--- src/rtl/axi4_lite_arb_pkg.sv ---
// Shared types and port ids for the AXI4-Lite read arbiter.
package axi4_lite_arb_pkg;

  typedef enum logic [1:0] {
    IDLE    = 2'd0,
    ISSUE   = 2'd1,
    WAIT    = 2'd2,
    RESPOND = 2'd3
  } t_arb_state;

  localparam logic REQ_IFETCH = 1'b0;
  localparam logic REQ_DCACHE = 1'b1;

endpackage

--- src/rtl/axi4_lite_read_arbiter_rr.sv ---
// Combinational two-way round-robin pick; a tie goes to the port opposite last_grant.
module rr_arbiter_2
  import axi4_lite_arb_pkg::*;
(
  input  logic req_0,
  input  logic req_1,
  input  logic last_grant,
  output logic grant_valid,
  output logic grant_id
);

  always_comb begin
    grant_valid = req_0 | req_1;
    grant_id    = REQ_IFETCH;
    if (req_0 && req_1) begin
      grant_id = ~last_grant;
    end else if (req_1) begin
      grant_id = REQ_DCACHE;
    end
  end

endmodule

--- src/rtl/axi4_lite_read_arbiter.sv ---
// Round-robin arbiter/sequencer for the fetch and dcache ports in front of the AXI4-Lite read master.
//   state   | meaning
//   IDLE    | sample requests, latch grant id and address
//   ISSUE   | start pulse to master, ack to granted port
//   WAIT    | hold address until master done
//   RESPOND | done pulse to granted port, update round-robin pointer
module axi4_lite_read_arbiter
  import axi4_lite_arb_pkg::*;
#(
  parameter int ADDR_WIDTH = 64,
  parameter int DATA_WIDTH = 32
) (
  input  logic                  clk,
  input  logic                  rst,
  input  logic                  i_req_0,
  input  logic                  i_req_1,
  input  logic [ADDR_WIDTH-1:0] i_addr_0,
  input  logic [ADDR_WIDTH-1:0] i_addr_1,
  output logic                  o_ack_0,
  output logic                  o_ack_1,
  output logic [DATA_WIDTH-1:0] o_data_0,
  output logic [DATA_WIDTH-1:0] o_data_1,
  output logic                  o_fault_0,
  output logic                  o_fault_1,
  output logic                  o_done_0,
  output logic                  o_done_1,
  output logic [ADDR_WIDTH-1:0] o_m_addr,
  output logic                  o_m_start,
  input  logic [DATA_WIDTH-1:0] i_m_data,
  input  logic                  i_m_access_fault,
  input  logic                  i_m_done,
  output logic                  o_busy
);

  t_arb_state state_q;
  t_arb_state state_d;
  logic       grant_valid;
  logic       grant_id;
  logic       grant_q;
  logic       last_grant;
  logic       take_grant;
  logic       take_resp;

  rr_arbiter_2 u_rr (
    .req_0       (i_req_0),
    .req_1       (i_req_1),
    .last_grant  (last_grant),
    .grant_valid (grant_valid),
    .grant_id    (grant_id)
  );

  // Requests only matter in IDLE; master done only matters in WAIT.
  assign take_grant = (state_q == IDLE) && grant_valid;
  assign take_resp  = (state_q == WAIT) && i_m_done;

  always_comb begin
    state_d = state_q;
    case (state_q)
      IDLE:    if (grant_valid) state_d = ISSUE;
      ISSUE:   state_d = WAIT;
      WAIT:    if (i_m_done) state_d = RESPOND;
      RESPOND: state_d = IDLE;
      default: state_d = IDLE;
    endcase
  end

  always_ff @(posedge clk) begin
    if (rst) begin
      state_q <= IDLE;
    end else begin
      state_q <= state_d;
    end
  end

  // Every output is a flop; pulses are loaded one cycle ahead so they coincide with their state.
  always_ff @(posedge clk) begin
    if (rst) begin
      grant_q    <= REQ_IFETCH;
      last_grant <= REQ_DCACHE;
      o_m_addr   <= '0;
      o_m_start  <= 1'b0;
      o_ack_0    <= 1'b0;
      o_ack_1    <= 1'b0;
      o_done_0   <= 1'b0;
      o_done_1   <= 1'b0;
      o_data_0   <= '0;
      o_data_1   <= '0;
      o_fault_0  <= 1'b0;
      o_fault_1  <= 1'b0;
      o_busy     <= 1'b0;
    end else begin
      o_m_start <= take_grant;
      o_ack_0   <= take_grant && (grant_id == REQ_IFETCH);
      o_ack_1   <= take_grant && (grant_id == REQ_DCACHE);
      o_done_0  <= take_resp && (grant_q == REQ_IFETCH);
      o_done_1  <= take_resp && (grant_q == REQ_DCACHE);
      o_busy    <= (state_d != IDLE);

      if (take_grant) begin
        grant_q  <= grant_id;
        o_m_addr <= (grant_id == REQ_DCACHE) ? i_addr_1 : i_addr_0;
      end

      if (take_resp && (grant_q == REQ_IFETCH)) begin
        o_data_0  <= i_m_data;
        o_fault_0 <= i_m_access_fault;
      end
      if (take_resp && (grant_q == REQ_DCACHE)) begin
        o_data_1  <= i_m_data;
        o_fault_1 <= i_m_access_fault;
      end

      if (state_q == RESPOND) begin
        last_grant <= grant_q;
      end
    end
  end

endmodule

--- config.mk ---
export PLATFORM = sky130hd
export DESIGN_NAME = axi4_lite_read_arbiter
export DESIGN_NICKNAME = d
export VERILOG_FILES = /design/src/rtl/axi4_lite_arb_pkg.sv /design/src/rtl/axi4_lite_read_arbiter_rr.sv /design/src/rtl/axi4_lite_read_arbiter.sv
export SDC_FILE = /design/constraint.sdc
export NUM_CORES = 1
export LEC_CHECK = 0
export CORE_ASPECT_RATIO = 1.25
export CORE_MARGIN = 2
export CORE_UTILIZATION = 25
export CTS_CLUSTER_SIZE = 24
export DETAILED_ROUTE_END_ITERATION = 10
export HOLD_SLACK_MARGIN = 0.05
export PLACE_DENSITY = 0.57
export SKIP_LAST_GASP = 1
export SYNTH_ARGS = -nofsm -noshare
export SYNTH_HDL_FRONTEND = slang
export SYNTH_SLANG_ARGS = --single-unit
export TNS_END_PERCENT = 5
--- constraint.sdc ---
create_clock -name clk -period 1.7 [get_ports clk]
set_clock_uncertainty 0.1 [all_clocks]
set_input_delay 0.34 -clock clk [delete_from_list [all_inputs] [get_ports clk]]
set_output_delay 0.34 -clock clk [all_outputs]
set_load 0.1 [all_outputs]
== Yosys cells after proc, flatten, opt, wreduce, memory -nomap -nowiden ==
Index checks and enable logic that the tools add are counted.

* Memories: 0
* Bits in latches: 0
* Bits of input ports: 166
* RAM bits: 0
* Bits in registers: 140
* Bits in read-only memories: 0

* Magnitude comparators: 0
* Multipliers: 0
* Reductions and logical operators: 9
* Eq/ne operators: 3
* Div/mod/pow operators: 0
* Bitwise operators: 4
* Shift operators: 0
* Multiplexer cells: 6
* Add/subtract/negate cells: 0

{| class="wikitable"
|+ Operators by type and width
! kind !! count
|-
| 64-bit two-way mux || 1
|-
| 2-bit case mux with 4 select lines || 1
|-
| 1-bit logical AND || 7
|-
| 2-bit equality test (second input constant) || 2
|-
| 2-bit two-way mux || 2
|-
| 1-bit NOT || 3
|-
| 2-bit by 1-bit equality test with 1-bit output (second input constant) || 1
|-
| 2-bit logical NOT || 1
|-
| 1-bit two-way mux || 2
|-
| 2-bit nonzero test || 1
|-
| 1-bit OR || 1
|}

== Longest topological paths before layout ==
* Word-level depth: 4
* Gate-level depth with buffers: 7

== Hierarchy ==
Synthesis repeated with hierarchy kept, for this count alone.

* Cell total of the unflattened synthesis: 585
* Area total of the unflattened synthesis: 6262.3 um2

{| class="wikitable"
|+ By module, submodules not included
! module !! instances !! cells an instance !! area an instance (um2)
|-
| axi4_lite_read_arbiter || 1 || 583 || 6248.5
|-
| rr_arbiter_2 || 1 || 2 || 13.8
|}

== Worst setup path after synthesis ==
OpenSTA, ideal clock, no wires.

* Kind: reg2reg
* Start: register state_q[0]
* End: register o_m_addr[54]
* Arrival time: 1.465 ns
* Path buffers: 2
* Cell stages (with the launch flop): 8
* Path slack: 0.013 ns
* Data required time: 1.478 ns
* Path through: dfxtp_1 > inv_1 > ha_1 > nand2b_1 > buf_2 > buf_2 > nor3_1 > a221o_1

* Cells in the longest elaborated chain, start to end: 2

{| class="wikitable"
|+ Ends and longest elaborated chain
! element !! RTL line !! source
|-
| from (decl) || axi4_lite_read_arbiter.sv:35 || <nowiki>t_arb_state state_q;</nowiki>
|-
| from (signal assigned) || axi4_lite_read_arbiter.sv:71 || <nowiki>state_q <= state_d;</nowiki>
|-
| 2-bit logical NOT || axi4_lite_read_arbiter.sv:53 || <nowiki>assign take_grant = (state_q == IDLE) && grant_valid;</nowiki>
|-
| 1-bit logical AND || axi4_lite_read_arbiter.sv:53 ||
|-
| to (signal assigned) || axi4_lite_read_arbiter.sv:101 || <nowiki>o_m_addr <= (grant_id == REQ_DCACHE) ? i_addr_1 : i_addr_0;</nowiki>
|-
| to (decl) || axi4_lite_read_arbiter.sv:27 || <nowiki>output logic [ADDR_WIDTH-1:0] o_m_addr,</nowiki>
|}

Every way passes these cells.
A chain may end at the register's enable or synchronous reset.

== Worst setup path after layout ==
* Start: register state_q[1]
* End: register o_m_addr[2]

The elaborated chain is that of the path after synthesis.

==> metrics.md <==
| Metric | Value |
|---|---|
| Global Route Usage Sum | `around 17%` |
| Largest net degree at the start of global routing | `50` |
| Maxcap violations | `0` |
| Worst reg2reg path depth | `7` |
| CTS root buf | `clkbuf_16` |
| WS Path Type | `reg2reg` |
| DR vias/cell | `4.582` |
| First-pass GRT wire length | `29.64 mm` |
| I/O pins | `302` |
| Synth Net Count | `788` |
| Total power | `about 17 mW` |
| Post-route ant nets | `0` |
| Chip Width | `134.5 um` |
| Syn Std Cell Area | `5325 um2` |
| Syn_area_per_cell | `8.617 um2` |
| Synth area leader | `dfxtp_1` |
| Clock Path Buffers | `2` |
| Die area | `22490 um2` |
| Sw frac | `44.45%` |
| Synth top area share | `52.63%` |
| Cts hold-fix bufs | `0` |
| TritonCTS clock tree | `built` |
| Vias in the first global route | `approximately 5400` |
| Die Span Y | `167.2 um` |
| Worst hold path class | `in2reg` |
| Final Critical Period | `1.611 ns` |
| Later-pin clock latency in the skew report | `0.41 ns` |
| Detailed Route WL | `19.27 mm` |
| Clock-pin transition on the worst setup and hold timing paths | `around 0.07 ns` |
| Finished Layout Cells | `1195` |
| Top cells by count, synth | `nand2_1 (196), dfxtp_1 (140), a21oi_1 (66)` |
| Pwr/cell area | `1566 nW/um2` |
| Mapped Cells | `618` |
| Std cell rows | `about 60` |
| Fin. Hold Viols | `0` |
| Multi-input logic area | `2286 um2` |
| Initial antenna violation count | `0` |
| Final core area utilization | `about half` |
| RSZ-0062 raised after global routing | `false` |
| Seq cells post-synth | `140` |
| Routed via count | `5476` |
| Sequential area share after synthesis | `around 53%` |
| Register area | `2803 um2` |
| Starting utilization of the core area | `between 20% and 30%` |
| CTS sink cnt | `140` |
| Reg2reg start | `state_q[1]` |
| RR Endpoint | `o_m_addr[2]` |
| P&R area growth vs syn | `101.4%` |
| WP data required | `1.91 ns` |
| Net switching power | `7.467 mW` |
| Worst IR Drop VDD | `0.0007166 V` |
| Arr. time, crit path | `1.83 ns` |
| Power share of the clock group | `~22%` |
| Final worst slack | `slightly below 0.09 ns` |
| Period Utilization, post-route | `94.74%` |
| Worst Max-Slew Pin Slew | `0.5156 ns` |
| TritonCTS Buffers | `17` |
| PortBufs | `301` |
| CORE AREA | `20890 um2` |
| Fillcell total | `1916` |
| DRC viols | `0` |
| Layout cells sized above 1 | `22.15%` |
| Worst Setup End Kind | `register` |
| Flop2flop setup slack | `between 0.08 and 0.09 ns` |
| Yosys warnings | `0` |
| Max-slew violation count | `0` |
| Asr flop ratio synth | `0%` |
| First DRT Iteration DRCs | `227` |
| Crit start category | `register` |
| Detailed Place HPWL | `13.81 mm` |
| Routability Congestion | `approximately 0.73` |
| Htree depth | `4` |
| CP startpoint | `state_q[1]` |
| Flop pwr share | `26.7%` |
| EDFF count, synth | `0` |
| Pre-CTS WS | `-0.1914 ns` |
| Leak Pwr | `4.079 nW` |
| Hold_sp | `rst` |
| Worst Hold Depth | `3` |
| Hold endpoint | `state_q[1]` |
| Count leader, synth | `nand2_1` |
| Final Setup Violations | `0` |
| Largest cells by area after synthesis | `dfxtp_1 (53%), nand2_1 (14%), a221o_1 (12%)` |
| Slew margin rel. | `about 66%` |
| Cell internal pwr | `9.333 mW` |
| DRT Pass-1 Iters | `4` |
| Status | `finished, final reports clean` |
| Combinational power share | `between 50% and 60%` |
| Distinct cells, synth | `28` |
| Final nets | `1080` |
| Fmax | `just over 600 MHz` |
| Congestion Overflow GR | `0` |
| Largest fanout on the critical path | `24` |
| Placed insts | `1162` |
| Inserted Diodes | `0` |
| Setup TNS | `0 ns` |
| DR WL/cell | `16.13 um` |
| Synth Flop Type | `dfxtp_1` |
placed cells by master (no fill, tap or decap), drive strengths merged:
cell and count:
buf 166, inv 4, nor3 64, clkbuf 21, clkdlybuf4s50 163, nor2 4
o21ai 1, nand3 1, nor4b 1, dfxtp 140, and3 1, bufinv 2
a221o 64, a211o 1, nand3b 1, nor3b 1, and3b 1, a211oi 3
nor2b 4, nand2b 1, or2 1, a21oi 67, clkinvlp 2, nand2 196
ha 4, mux2i 1, clkinv 5, a21o 1
flip-flops by register name, indices dropped and copies added (netlist names):
register	flops
o_m_addr	64
o_data_0	32
o_data_1	32
state_q	2
grant_q	1
last_grant	1
o_ack_0	1
o_ack_1	1
o_busy	1
o_done_0	1
o_done_1	1
o_fault_0	1
o_fault_1	1
o_m_start	1
power by group through the flow:
stage                     clock network (mW)  logic (mW)  registers, mW
after floorplan                            0        1.37           8.14
after global placement                     0        8.53           4.54
after detailed placement                   0        8.56           4.55
after CTS                               3.82        8.57           4.49
after global routing                    3.97        8.89           4.55
final                                   3.72        8.60           4.49
worst max-delay path, stage by stage, from the launching register on:
cell and delay (ns):
dfxtp_1 0.35, inv_1 0.09, ha_4 0.18, nand2b_4 0.10, a211oi_4 0.05, buf_4 0.15
clkbuf_16 0.19, a221o_1 0.30
routing by layer:
layer	vias up	global-route usage, %	wire (um)
met4	0	6.178	319
met2	238	27.09	9167
met1	2481	20.11	7954
li1	2738	-	-
met5	-	0	0
met3	19	7.206	1830
timing repair:
| item | CTS | global route |
|---|---|---|
| pin swaps | 0 | 1 |
| endpoints found under the setup margin | 12 | 64 |
| gates cloned | 0 | 1 |
| resized for setup | 0 | 4 |
| setup buffers | 0 | 2 |
stage by stage:
stage          instance area (um2)  hold slack (ns)
2_1_floorplan                 5325           0.3760
3_3_place_gp                 10080           0.3796
3_5_place_dp                 10080           0.3834
4_1_cts                      10670           0.3062
5_1_grt                      10730           0.3249
6_report                     10730           0.3247
area by class of cell:
| class | instances | area share (%) |
|---|---|---|
| inverter | 3 | 0.1050 |
| clock inverter | 10 | 1.085 |
| tap | 274 | 3.196 |
| clock buffer | 20 | 4.351 |
| multi-input combinational | 418 | 21.31 |
| sequential | 140 | 26.13 |
| timing repair buffer | 330 | 43.82 |
worst max-delay path by stage:
stage | end | slack, ns | depth (start not counted)
finish | o_m_addr[2] | 0.09 | 7
detailed placement | o_m_addr[56] | -0.19 | 5
CTS | o_m_addr[24] | -0.01 | 6
floorplan | o_m_addr[54] | 0.01 | 7
global placement | o_m_addr[62] | -0.15 | 5
global route | o_m_addr[43] | 0.03 | 7
cell families after synthesis:
family | Yosys count | share of synthesized area, %
mux | 1 | 0.1880
fa+ha+maj | 4 | 0.9399
compound gates | 137 | 19.31
simple gates | 276 | 21.69
buf+inv | 60 | 5.240
flops | 140 | 52.63
(Power assumes the default switching activity.)
